==> src/rtl/multicycle_ctrl.sv <==
// rtl/multicycle_ctrl.sv - multicycle MIPS control FSM
// State is registered; controls decode combinationally from state and the IR's op/funct fields.
module multicycle_ctrl #(
   parameter int OP_WIDTH   = 6,
   parameter int STATE_BITS = 3
) (
   input  logic                  clk,
   input  logic                  rst,
   input  logic [OP_WIDTH-1:0]   op,
   input  logic [OP_WIDTH-1:0]   funct,
   input  logic                  zero,
   output logic [1:0]            npcop,
   output logic                  RegWre,
   output logic [3:0]            aluop,
   output logic                  PCWr,
   output logic                  sel,
   output logic [1:0]            x1,
   output logic                  wren,
   output logic                  IRWr,
   output logic [1:0]            x2,
   output logic [1:0]            extop,
   output logic                  ill,
   output logic                  retire,
   output logic [STATE_BITS-1:0] state
);

   typedef enum logic [STATE_BITS-1:0] {
      S_FETCH  = STATE_BITS'(0),
      S_DECODE = STATE_BITS'(1),
      S_EXEC   = STATE_BITS'(2),
      S_MEM    = STATE_BITS'(3),
      S_WB     = STATE_BITS'(4)
   } state_t;

   localparam logic [OP_WIDTH-1:0] OP_RTYPE = OP_WIDTH'(6'h00);
   localparam logic [OP_WIDTH-1:0] OP_J     = OP_WIDTH'(6'h02);
   localparam logic [OP_WIDTH-1:0] OP_JAL   = OP_WIDTH'(6'h03);
   localparam logic [OP_WIDTH-1:0] OP_BEQ   = OP_WIDTH'(6'h04);
   localparam logic [OP_WIDTH-1:0] OP_ADDIU = OP_WIDTH'(6'h09);
   localparam logic [OP_WIDTH-1:0] OP_ORI   = OP_WIDTH'(6'h0D);
   localparam logic [OP_WIDTH-1:0] OP_LUI   = OP_WIDTH'(6'h0F);
   localparam logic [OP_WIDTH-1:0] OP_LW    = OP_WIDTH'(6'h23);
   localparam logic [OP_WIDTH-1:0] OP_SW    = OP_WIDTH'(6'h2B);

   localparam logic [OP_WIDTH-1:0] FN_JR    = OP_WIDTH'(6'h08);
   localparam logic [OP_WIDTH-1:0] FN_ADD   = OP_WIDTH'(6'h21);
   localparam logic [OP_WIDTH-1:0] FN_SUB   = OP_WIDTH'(6'h23);
   localparam logic [OP_WIDTH-1:0] FN_AND   = OP_WIDTH'(6'h24);
   localparam logic [OP_WIDTH-1:0] FN_OR    = OP_WIDTH'(6'h25);
   localparam logic [OP_WIDTH-1:0] FN_SLT   = OP_WIDTH'(6'h2A);

   localparam logic [3:0] ALU_ADD = 4'b0000;
   localparam logic [3:0] ALU_SUB = 4'b0001;
   localparam logic [3:0] ALU_AND = 4'b0010;
   localparam logic [3:0] ALU_OR  = 4'b0011;
   localparam logic [3:0] ALU_SLT = 4'b0100;

   state_t     r_state;
   state_t     w_next;
   logic       w_rtype;
   logic       w_rfn_ok;
   logic       w_legal;
   logic [3:0] w_rtype_alu;

   assign w_rtype = (op == OP_RTYPE);
   assign state   = r_state;

   always_comb begin
      w_rfn_ok    = 1'b1;
      w_rtype_alu = ALU_ADD;
      case (funct)
         FN_ADD:  w_rtype_alu = ALU_ADD;
         FN_SUB:  w_rtype_alu = ALU_SUB;
         FN_AND:  w_rtype_alu = ALU_AND;
         FN_OR:   w_rtype_alu = ALU_OR;
         FN_SLT:  w_rtype_alu = ALU_SLT;
         FN_JR:   w_rtype_alu = ALU_ADD;
         default: w_rfn_ok    = 1'b0;
      endcase
   end

   always_comb begin
      case (op)
         OP_RTYPE: w_legal = w_rfn_ok;
         OP_J, OP_JAL, OP_BEQ, OP_ADDIU, OP_ORI, OP_LUI, OP_LW, OP_SW: w_legal = 1'b1;
         default:  w_legal = 1'b0;
      endcase
   end

   always_comb begin
      w_next = S_FETCH;
      npcop  = 2'b00;
      RegWre = 1'b0;
      aluop  = ALU_ADD;
      PCWr   = 1'b0;
      sel    = 1'b0;
      x1     = 2'b00;
      wren   = 1'b0;
      IRWr   = 1'b0;
      x2     = 2'b00;
      extop  = 2'b00;
      ill    = 1'b0;
      retire = 1'b0;
      // Reset holds every control at 0 so an abandoned instruction cannot write.
      if (rst) begin
         case (r_state)
            S_FETCH: begin
               IRWr   = 1'b1;
               PCWr   = 1'b1;
               w_next = S_DECODE;
            end
            S_DECODE: begin
               if (!w_legal) begin
                  ill = 1'b1;
               end else if (op == OP_J) begin
                  PCWr   = 1'b1;
                  npcop  = 2'b10;
                  retire = 1'b1;
               end else if (op == OP_JAL) begin
                  PCWr   = 1'b1;
                  npcop  = 2'b10;
                  w_next = S_WB;
               end else if (w_rtype && funct == FN_JR) begin
                  PCWr   = 1'b1;
                  npcop  = 2'b11;
                  retire = 1'b1;
               end else begin
                  w_next = S_EXEC;
               end
            end
            S_EXEC: begin
               if (w_rtype) begin
                  aluop  = w_rtype_alu;
                  w_next = S_WB;
               end else begin
                  case (op)
                     OP_ADDIU: begin sel = 1'b1; extop = 2'b01; w_next = S_WB; end
                     OP_ORI:   begin aluop = ALU_OR; sel = 1'b1; w_next = S_WB; end
                     OP_LUI:   begin aluop = ALU_OR; sel = 1'b1; extop = 2'b10; w_next = S_WB; end
                     OP_LW, OP_SW: begin sel = 1'b1; extop = 2'b01; w_next = S_MEM; end
                     OP_BEQ: begin
                        aluop  = ALU_SUB;
                        extop  = 2'b01;
                        npcop  = 2'b01;
                        PCWr   = zero;
                        retire = 1'b1;
                     end
                     default: w_next = S_FETCH;
                  endcase
               end
            end
            S_MEM: begin
               if (op == OP_SW) begin
                  wren   = 1'b1;
                  retire = 1'b1;
               end else if (op == OP_LW) begin
                  w_next = S_WB;
               end
            end
            S_WB: begin
               RegWre = 1'b1;
               retire = 1'b1;
               if (w_rtype) begin
                  x1 = 2'b01;
               end else if (op == OP_LW) begin
                  x2 = 2'b01;
               end else if (op == OP_JAL) begin
                  x1 = 2'b10;
                  x2 = 2'b10;
               end
            end
            default: w_next = S_FETCH;
         endcase
      end
   end

   always_ff @(posedge clk) begin
      if (!rst) begin
         r_state <= S_FETCH;
      end else begin
         r_state <= w_next;
      end
   end

endmodule
==> config.mk <==
export PLATFORM = sky130hd
export DESIGN_NAME = multicycle_ctrl
export DESIGN_NICKNAME = d
export VERILOG_FILES = /design/src/rtl/multicycle_ctrl.sv
export SDC_FILE = /design/constraint.sdc
export NUM_CORES = 1
export LEC_CHECK = 0
export CORE_MARGIN = 3
export CORE_UTILIZATION = 41
export DETAILED_ROUTE_END_ITERATION = 16
export PLACE_DENSITY_LB_ADDON = 0.05
export SLEW_MARGIN = 15
export SYNTH_ARGS = -nofsm -noshare
export SYNTH_HDL_FRONTEND = slang
export SYNTH_SLANG_ARGS = --single-unit
==> constraint.sdc <==
create_clock -name clk -period 7.55 [get_ports clk]
set_clock_uncertainty 0.1 [all_clocks]
set_input_delay 1.8875 -clock clk [delete_from_list [all_inputs] [get_ports clk]]
set_output_delay 1.8875 -clock clk [all_outputs]
set_load 0.005 [all_outputs]
Word-level counts from Yosys, hierarchy flattened
Cells that the tools add are included.

Output and inout port bits: 22. Bits of input ports: 15. Word-level logic and storage cells: 95. Register bits: 3.

Multiplexer cells: 66. Reduce and logical (&&, ||, !) cells: 10. Eq/ne operators: 18.

Operators by type and width (count): 6-bit == test (second input constant) (7); 2-bit 2-to-1 mux (18); 1-bit 2-to-1 mux (30); 6-bit by 4-bit == test with 1-bit output (second input constant) (4); 3-bit case mux with 4 select lines (2); 3-bit 2-to-1 mux (6); 6-bit by 2-bit == test with 1-bit output (second input constant) (2); 4-bit 2-to-1 mux (3); 2-bit case mux with 2 select lines (3); 8-bit OR reduction (1); 3-bit by 2-bit == test with 1-bit output (second input constant) (2); 6-bit by 3-bit == test with 1-bit output (second input constant) (1); 6-bit logical NOT (1); 3-bit case mux with 2 select lines (1); 6-bit OR reduction (1); 5-bit OR reduction (1); 1-bit case mux with 4 select lines (1); 2-bit OR reduction (2); 4-bit OR reduction (1); 3-bit by 1-bit == test with 1-bit output (second input constant) (1); 3-bit == test (second input constant) (1); 3-bit logical NOT (1); 1-bit case mux with 3 select lines (1); 3-bit OR reduction (1); other kinds (2) (2).

Depth between registers and ports, before layout
Depth in word-level cells: 8. Mapped depth: 6. Mapped depth without buffers: 5.

Worst setup path after synthesis
Ideal clock, no wire load.

Path kind: input port to output port. Start: input op[1]. End: output retire. Arrival: 3.371 ns. Stages on the path: 6. Required time: 5.562 ns. Path buffers: 1. Path slack: 2.192 ns. Cells stage by stage: buf_2 nor4_4 nand2_2 or4_4 a2111oi_2 o211a_1.

Cells in the longest elaborated chain, start to end: 8. Elaborated cells on any way between the ends: 21. Those cells by class: 8 x eq/ne; 10 x mux; 3 x reduce/logical.

RTL lines: from (decl) (RTL line 9) `input logic [OP_WIDTH-1:0] op,`; parallel branches: the longest is 6 deep, another holds 8-bit OR reduction; 1-bit case mux with 4 select lines (*) (RTL line 106) `case (r_state)`; 1-bit 2-to-1 mux (*) (RTL line 105) `if (rst) begin`; to (decl) (RTL line 23) `output logic retire,`.

Mark *: on every way between the ends.

Worst setup path after layout
Start: input op[3]. End: output PCWr.

Cells in the longest elaborated chain, start to end: 8. Elaborated cells on any way between the ends: 20. Those cells by class: 8 x eq/ne; 9 x mux; 3 x reduce/logical.

RTL lines: parallel branches: the longest is 6 deep, another holds 8-bit OR reduction; 1-bit case mux with 3 select lines (*) (RTL line 106); 1-bit 2-to-1 mux (*) (RTL line 105); to (decl) (RTL line 15) `output logic PCWr,`.

Marked as above.

==> out/qor.csv <==
stage,metric,value,unit
layout,layout cells sized above 1,6.15,%
grt,largest net degree at the start of global routing,15,
worst_setup_path,CP arrival,4520,ps
layout,"most common cell after layout, fill and taps aside",clkdlybuf4s50_1,
synth,Synth Net Count,116,
detailed_routing,DR vias,867,
synth,Post-Syn Instances,101,
floorplanning,row cnt,14,
floorplanning,die height,46.6,µm
place,HPWL Detailed,1540,µm
power_and_ir_drop,Lkg Pwr,0.392,nW
layout,"commonest non-fill, non-tap cells in the layout","35 x clkdlybuf4s50_1, 11 x nor2_1, 7 x nor3_1",
layout,Final Non-Filler Cells,146,
floorplanning,core area,1520,µm²
place,I/O Buffers,35,
synth,post-synth top area cell,dfxtp_1,
worst_setup_path,r2r startpoint,state[2]$_SDFF_PN0_,
sta,"Slew Viols, Final",0,
detailed_routing,vias per inst,5.94,
outcome,status,finished clean,
detailed_routing,Met2 Routed Length,955,µm
synth,dominant cells by area after synthesis,"dfxtp_1 8.9%, nor2_1 6.1%, nor3_1 5.2%, and3_1 4.6%, nand2b_1 4.6%",
clock_tree,post-cts gate resize count,0,
worst_setup_path,CP Max Fanout,11,
floorplanning,io pins,37,
clock_tree,clock sink count,3,
worst_setup_path,worst path bufs/invs,2,
floorplanning,total die area,2170,µm²
worst_setup_path,reg2reg end,state[1]$_SDFF_PN0_,
clock_tree,Root Buffer,clkbuf_4,
worst_setup_path,R2R depth,4,
detailed_routing,DRC Markers,0,
worst_setup_path,critical path required time,5560,ps
detailed_routing,Pre-antenna DRT Iters,4,
synth,post-synth cell types,45,
clock_tree,clock latency at the later pin of the worst-skew pair,230,ps
clock_tree,number of setup buffers added after CTS,0,
synth,Seq cells post-synth,3,
clock_tree,Max Buffers Root-to-Sink,2,
synth,dominant synthesized flop cell,dfxtp_1,
floorplanning,Initial Util,44.4,%
clock_tree,H-tree Lvls,1,
grt,first-pass GRT wire length,2990,µm
worst_hold_path,Hold Crit Class,reg -> reg,
detailed_routing,drt wl/cell,13.3,µm
synth,asr flop ratio synth,0,%
clock_tree,CTS tree,yes,
power_and_ir_drop,VDD IR-drop max,0.0533,mV
run,max-capacitance violation count,0,
sta,final hold vios,0,
sta,minimum clock period,6500,ps
worst_setup_path,crit end category,output port,
detailed_routing,met3 WL,161,µm
worst_hold_path,min-delay src,state[0]$_SDFF_PN0_,
grt,vias in the first global route,696,
layout,Final #Nets,146,
grt,gr usage total,18.4,%
layout,max FFs per register,3,
place,routability cong.,0.931,
worst_hold_path,hold path depth,2,
worst_setup_path,crit path kind,in -> out,
sta,final setup TNS,0,ps
synth,Syn Area/Cell,6.70,µm²
detailed_routing,ANT nets after route,0,
sta,crit share post-route,86.1,%
synth,"EDFF count, synth",0,
clock_tree,clock transition at the registers of the reported paths,40,ps
detailed_routing,top sig layer,met3,
grt,initial antenna violation count,0,
layout,# diodes,0,
sta,RSZ-0062 raised after global routing,false,
worst_setup_path,critical path's top delay family,simple AND/OR/NAND/NOR gates,
clock_tree,CTS Buf Count,3,
worst_setup_path,worst stage delay on the critical path,660,ps
detailed_routing,initial drt markers,18,
worst_setup_path,Critical Path Slowest Stage Cell,or4b_1,
synth,top cell type's share of synthesized area,8.87,%
worst_setup_path,reg2reg setup slack,5810,ps
layout,final core occ,67.4,%
worst_setup_path,CP Launch Type,primary input,
sta,Setup Viol. Count Final,0,
worst_setup_path,most frequent CP cell,clkdlybuf4s50_1,
synth,mapped cell area,677,µm²
worst_setup_path,CP Cell Sequence,clkdlybuf4s50_1 > or4b_1 > nor3_1 > nand3b_1 > a21o_1 > a21oi_1 > clkdlybuf4s50_1,
detailed_routing,final wirelength,1950,µm
clock_tree,cts-stage hold buffer count,0,
layout,area delta synth->final,51.8,%
worst_hold_path,hold-critical path endpoint,state[2]$_SDFF_PN0_,
grt,GRT overflow,0,
place,placed cells,142,
power_and_ir_drop,Cell Pwr Density,74.0,nW/µm²
synth,Ys Warns,0,
detailed_routing,M1 WL,832,µm
sta,f_max,0.154,GHz
floorplanning,Die Width,46.6,µm
synth,"Seq/Total Area, Yosys",8.87,%
-- area by class of cell --
| type | instances | area [µm²] |
|---|---|---|
| Clock buffer | 4 | 26.3 |
| Fill cell | 149 | 497 |
| Inverter | 6 | 22.5 |
| Multi-Input combinational cell | 82 | 548 |
| Sequential cell | 3 | 60.1 |
| Tap cell | 16 | 20.0 |
| Timing Repair Buffer | 35 | 350 |
-- worst max path at each step --
stage,start,end,slack (ps),cells after the start
after floorplan,op[1],retire,2190,6
after global placement,op[3],retire,1100,7
after detailed placement,op[3],retire,1060,7
after CTS,op[3],retire,1050,7
after global routing,op[3],retire,890,7
final,op[3],PCWr,1050,7
-- power breakdown --
group	switching [mW]	leakage (nW)	internal [mW]
logic	0.0146	0.352	0.0154
clock network	0.00851	0.0150	0.0198
registers	0.00129	0.0245	0.0165
-- synth_stat cells, types with 3 or more instances --
cell,n
a21oi_1,5
and3_1,5
clkbuf_1,7
dfxtp_1,3
inv_1,5
mux2i_1,3
nand2b_1,5
nand3b_1,3
nor2_1,11
nor2b_1,3
nor3_1,7
nor4_1,4
-- layer usage --
metal,up-vias,global-route usage [%]
met3,0,1.56
met5,-,0
met4,0,1.66
li1,431,-
met1,389,24.7
met2,47,32.7
-- worst reg2reg max path, stage by stage, from the launching register on --
cell and delay (ps):
dfxtp_1 540, nand2b_1 340, nand2b_1 320, nor4_1 110, a41o_1 220
-- through the flow --
stage                     hold slack [ps]  setup slack, ps  instance area (µm²)  power [mW]
final                                 541             1050                 1030      0.0761
after global routing                  574              886                 1030      0.0800
after CTS                             534             1050                 1030      0.0765
after detailed placement              530             1060                 1000      0.0477
after global placement                538             1100                 1000      0.0473
after floorplan                       469             2190                  677      0.0333
-- kinds of logic (layout without fill, tap and decap cells) --
kind of cell | Yosys count | in the layout | synth area share (%)
mux | 3 | 3 | 4.44
simple gates | 54 | 54 | 49.4
compound gates | 22 | 22 | 24.0
flops | 3 | 3 | 8.87
other cells | 1 | 1 | 0.554
xor+xnor | 2 | 2 | 2.59
buf+inv | 16 | 45 | 10.2
(Power assumes the default switching activity.)
==> edit 1 (same flow settings) <==
Register the output `IRWr`, with the module's reset; this adds one clock of latency there. The other outputs are not delayed to match.
--- a/src/rtl/multicycle_ctrl.sv
+++ b/src/rtl/multicycle_ctrl.sv
@@ -55,6 +55,8 @@
    localparam logic [3:0] ALU_OR  = 4'b0011;
    localparam logic [3:0] ALU_SLT = 4'b0100;
 
+   logic IRWr_d;
+
    state_t     r_state;
    state_t     w_next;
    logic       w_rtype;
@@ -96,7 +98,7 @@
       sel    = 1'b0;
       x1     = 2'b00;
       wren   = 1'b0;
-      IRWr   = 1'b0;
+      IRWr_d = 1'b0;
       x2     = 2'b00;
       extop  = 2'b00;
       ill    = 1'b0;
@@ -105,7 +107,7 @@
       if (rst) begin
          case (r_state)
             S_FETCH: begin
-               IRWr   = 1'b1;
+               IRWr_d = 1'b1;
                PCWr   = 1'b1;
                w_next = S_DECODE;
             end
@@ -182,4 +184,12 @@
       end
    end
 
+   always_ff @(posedge clk) begin
+      if (!rst) begin
+         IRWr <= '0;
+      end else begin
+         IRWr <= IRWr_d;
+      end
+   end
+
 endmodule
Formal check against the unedited RTL: not equivalent (Yosys sat finds a counterexample within 4 cycles, from zero or initial values and one cycle with rst low).
==> edit 1 against the original RTL <==
- non-clock buffer count stayed put
- sequential cell count is 1 higher
- combinational power is 3% higher
- utilization is 4.0 points higher
- count of clock-buffer cells in the layout is 1 lower
- worst setup slack worse by 0.057 ns
- critical path type unchanged
- area after synthesis is 2.4% lower
- cell area is 2.8% lower
- routed wire length is 0.10% lower
- total power is 6.3% higher
- critical endpoint is now npcop[0]
- die area is 2.1% lower
==> edit 1: results (changes against the original RTL) <==
----------------------------------------------------
[Global route]
  First-pass GRT wire length ... 2950 um (was 2990 um)
  Global-route total usage across every layer ... 0.186 (was 0.184)
  Met3 usage ... 0.0195 (was 0.0156)
  GRT met2 Usage ... 0.305 (was 0.327)
  Largest net degree at the start of global routing ... 12 (was 15)
  Via count of the first global-routing pass ... 702 (was 696)
  Overflow left after global routing ... 0 (unchanged)

[Final layout]
  Fill cell count ... 112 (was 149)
  Fraction of layout instances using a drive strength above 1 ... 0.101 (was 0.0615)

[Outcome]
  Result of the run ... complete, no violations (unchanged)

[Critical path]
  Critical path data arrival time ... 4.57 ns (was 4.52 ns)
  Register-to-register setup slack ... 5.91 ns (was 5.81 ns)
  CP peak stage delay ... 0.59 ns (was 0.66 ns)
  Reg2reg end ... state[0]$_SDFF_PN0_ (was state[1]$_SDFF_PN0_)
  Source of the worst register-to-register timing path ... state[1]$_SDFF_PN0_ (was state[2]$_SDFF_PN0_)
  Slowest-stage cell, CP ... sky130_fd_sc_hd__clkdlybuf4s50_1 (was sky130_fd_sc_hd__or4b_1)
  Peak fanout along the critical path ... 9 (was 11)

[Power]
  Part of the total power dissipated in sequential elements ... 0.290 (was 0.234)
  Leak ... 0.342 nW (was 0.392 nW)
  Sw Share ... 0.308 (was 0.321)
  Worst ir drop on vdd ... 0.0367 mV (was 0.0533 mV)

[Drt]
  DR iter-0 viols ... 40 (was 18)
  Vias per Instance ... 5.89 (was 5.94)
  Met2 routed wirelength ... 951 um (was 955 um)
  Wire length the detailed router placed on met1 ... 846 um (was 832 um)
  Total wire length after detailed routing ... 1950 um (about the same)

[Yosys]
  Count of distinct cell types in the synthesized netlist ... 41 (was 45)
  Top cells by area, synth ... sky130_fd_sc_hd__dfxtp_1 12%, sky130_fd_sc_hd__nor2_1 9.1%, sky130_fd_sc_hd__nor2b_1 4.7%, sky130_fd_sc_hd__a21oi_1 4.5%, sky130_fd_sc_hd__nand2_1 4.0% (was sky130_fd_sc_hd__dfxtp_1 8.9%, sky130_fd_sc_hd__nor2_1 6.1%, sky130_fd_sc_hd__nor3_1 5.2%, sky130_fd_sc_hd__and3_1 4.6%, sky130_fd_sc_hd__nand2b_1 4.6%)
  Commonest cells in the netlist ... 16 x sky130_fd_sc_hd__nor2_1, 7 x sky130_fd_sc_hd__nand2_1, 6 x sky130_fd_sc_hd__a21oi_1 (was 11 x sky130_fd_sc_hd__nor2_1, 7 x sky130_fd_sc_hd__clkbuf_1, 7 x sky130_fd_sc_hd__nor3_1)
  Sequential area share after synthesis ... 0.121 (was 0.0887)

[Placed design]
  Placer congestion estimate ... 0.913 (was 0.931)
  Pre-CTS worst setup slack ... 1.01 ns (was 1.06 ns)
  HPWL after detailed placement ... 1490 um (was 1540 um)

[Min path]
  Launch instance of the worst min-delay path ... state[1]$_SDFF_PN0_ (was state[0]$_SDFF_PN0_)
  Number of cells on the worst hold path ... 2 (unchanged)

[Clock network]
  Clock transition time at the flip-flop clock pins of the worst setup and hold paths ... 0.04 ns (about the same)

----------------------------------------------------
edit 1: changes by cell type after synthesis, sizes merged, moves of 4 or more:
cell	before	now
inv	6	1
nand2	3	8
nor2	11	16
nor3	7	3
edit 1: how the worst max path moves through the flow:
stage | startpoint | end | slack [ns] | depth (start not counted)
6_report | op[5] | npcop[0] | 0.99 | 7
5_1_grt | op[5] | npcop[0] | 0.90 | 7
4_1_cts | op[5] | npcop[0] | 1.00 | 7
3_5_place_dp | op[5] | npcop[0] | 1.01 | 7
3_3_place_gp | op[5] | npcop[0] | 1.05 | 7
2_1_floorplan | op[4] | npcop[0] | 2.10 | 6
edit 1: worst max-delay path, delay by kind of cell:
family / cells / cell delay [ns]
buffers and inverters: 2 / 1.10
AO/OA/AOI/OAI: 1 / 0.06
AND/OR/NAND/NOR: 4 / 1.51
edit 1: kinds of logic (layout without fill, tap and decap cells):
logic type,Yosys count,in the layout,share of synthesized area
compound gates,21,21,0.208
xor+xnor,3,3,0.0398
buf+inv,10,39,0.0871
flops,4,4,0.121
other cells,1,1,0.00568
simple gates,61,61,0.538
edit 1: stage by stage:
stage | hold slack [ns] | util | power, mW | instance area [um^2] | cells
5_1_grt | 0.654 | 0.714 | 0.0851 | 998 | 144
3_3_place_gp | 0.597 | 0.698 | 0.0534 | 976 | 141
2_1_floorplan | 0.557 | - | 0.0400 | 661 | 100
6_report | 0.628 | 0.714 | 0.0808 | 998 | 144
3_5_place_dp | 0.596 | 0.698 | 0.0541 | 976 | 141
4_1_cts | 0.615 | 0.714 | 0.0811 | 998 | 144
edit 1: area by class of cell:
cell class	count	area (um^2)	area share
multi-input combinational	86	523	0.524
timing repair buffer	35	350	0.351
sequential	4	80.1	0.0802
clock buffer	3	22.5	0.0226
tap	15	18.8	0.0188
inverter	1	3.75	0.00376
==> edit 2 (same flow settings) <==
Without the edit above. The parameter `OP_WIDTH` goes from 6 to 3.
--- a/src/rtl/multicycle_ctrl.sv
+++ b/src/rtl/multicycle_ctrl.sv
@@ -1,7 +1,7 @@
 // rtl/multicycle_ctrl.sv - multicycle MIPS control FSM
 // State is registered; controls decode combinationally from state and the IR's op/funct fields.
 module multicycle_ctrl #(
-   parameter int OP_WIDTH   = 6,
+   parameter int OP_WIDTH   = 3,
    parameter int STATE_BITS = 3
 ) (
    input  logic                  clk,
Interface: changed (resized funct and op); port bits go from 37 to 31. The function was not compared with the original's and may differ.
==> edit 2 against the original RTL <==
- area after synthesis shrank 12%
- sequential share of layout area grew 1.2 points
- maximum frequency grew 9.5%
- largest cell class unchanged
- cell area shrank 17%
- non-clock buffer count shrank 8
- routed wire length shrank 16%
- sequential cell count is the same
- critical path depth shrank 2
- worst setup slack gained 0.56 ns
- total power grew 6.1%
- clock power is essentially flat
- global-route usage shrank 0.66 points
==> edit 2: results (changes against the original RTL) <==
----------------------------------------------------
[Critical path]
  Kind of cell with the highest combined delay on the critical path ... buffers and inverters (was simple AND/OR/NAND/NOR gates)
  Register-to-register setup slack ... 6.14 ns (was 5.81 ns)
  Slowest-stage cell, CP ... sky130_fd_sc_hd__clkdlybuf4s50_1 (was sky130_fd_sc_hd__or4b_1)
  Critical path data arrival time ... 3.95 ns (was 4.52 ns)
  Peak fanout along the critical path ... 14 (was 11)

[Drt]
  DR iter-0 viols ... 25 (was 18)
  Vias per Instance ... 5.68 (was 5.94)
  Number of vias after detailed routing ... 670 (was 867)
  Total wire length after detailed routing ... 1640 um (was 1950 um)
  Detailed-routing iteration count for the pre-antenna-repair pass ... 4 (unchanged)

[Placed design]
  HPWL after detailed placement ... 1250 um (was 1540 um)
  Total placed cells including tap cells ... 114 (was 142)
  Buffers added on ports ... 27 (was 35)
  Placer congestion estimate ... 0.771 (was 0.931)

[Yosys]
  Most frequently used cell type in the post-synthesis netlist ... sky130_fd_sc_hd__nand2_1 (was sky130_fd_sc_hd__nor2_1)
  Most used flip-flop cell after synthesis ... sky130_fd_sc_hd__dfxtp_1 (unchanged)
  Sequential area share after synthesis ... 0.101 (was 0.0887)
  Top cells by area, synth ... sky130_fd_sc_hd__dfxtp_1 10%, sky130_fd_sc_hd__buf_4 7.6%, sky130_fd_sc_hd__a21oi_1 5.1%, sky130_fd_sc_hd__nand2_1 5.1%, sky130_fd_sc_hd__a2111oi_4 4.6% (was sky130_fd_sc_hd__dfxtp_1 8.9%, sky130_fd_sc_hd__nor2_1 6.1%, sky130_fd_sc_hd__nor3_1 5.2%, sky130_fd_sc_hd__and3_1 4.6%, sky130_fd_sc_hd__nand2b_1 4.6%)

[Final layout]
  Nets ... 115 (was 146)
  Fill cell count ... 128 (was 149)

[Power]
  Worst ir drop on vdd ... 0.109 mV (was 0.0533 mV)
  Leak ... 0.302 nW (was 0.392 nW)
  Switching component of the power ... 0.0278 mW (was 0.0244 mW)

[Outcome]
  Result of the run ... complete, no violations (unchanged)

[Min path]
  Launch instance of the worst min-delay path ... state[0]$_SDFF_PN0_ (unchanged)
  Hold Path Sink ... state[0]$_SDFF_PN0_ (was state[2]$_SDFF_PN0_)
  Number of cells on the worst hold path ... 1 (was 2)

[Global route]
  Global-route total usage across every layer ... 0.177 (was 0.184)
  Via count of the first global-routing pass ... 630 (was 696)

[STA]
  Hold slack ... 0.582 ns (was 0.541 ns)

----------------------------------------------------
[edit 2: worst max-delay path by stage]
stage	from	end	slack [ns]	cells past startpoint
CTS	funct[2]	PCWr	1.62	6
global placement	funct[2]	PCWr	1.64	6
global route	funct[2]	PCWr	1.51	6
finish	op[2]	PCWr	1.61	5
floorplan	funct[1]	PCWr	2.87	4
detailed placement	funct[2]	PCWr	1.63	6
[edit 2: routing by layer]
metal  global-route usage  routed length (um)  vias to the layer above
met1                0.224                 725                      305
li1                     -                   -                      334
met3               0.0488                 145                        0
met5                    0                   0                        -
met2                0.299                 770                       31
met4               0.0361                   0                        0
[edit 2: power groups by stage]
stage          sequential (mW)  combinational, mW  clock, mW
6_report                0.0205             0.0321     0.0282
5_1_grt                 0.0208             0.0348     0.0307
4_1_cts                 0.0204             0.0319     0.0289
3_5_place_dp            0.0206             0.0317          0
3_3_place_gp            0.0206             0.0312          0
2_1_floorplan           0.0184             0.0220          0
[edit 2: area by class of cell]
cell class | instances | share of cell area
Timing Repair Buffer | 27 | 0.318
Clock buffer | 4 | 0.0309
Inverter | 5 | 0.0221
Multi-Input combinational cell | 64 | 0.537
Sequential cell | 3 | 0.0706
Tap cell | 15 | 0.0221
[edit 2: cell families after synthesis]
kind of cell             after synthesis  synth area share
other                                  1           0.00631
flip-flops                             3             0.101
multiplexers                           1            0.0168
buffers and inverters                 14             0.143
AND/OR/NAND/NOR                       41             0.453
XOR/XNOR                               1            0.0147
AO/OA/AOI/OAI                         16             0.223
adder cells (fa/ha/maj)                2            0.0421
[edit 2: per-stage QoR]
stage	area [um^2]	power (mW)
after floorplan	602	0.0404
after global placement	825	0.0518
after detailed placement	825	0.0523
after CTS	851	0.0813
after global routing	851	0.0863
final	851	0.0807
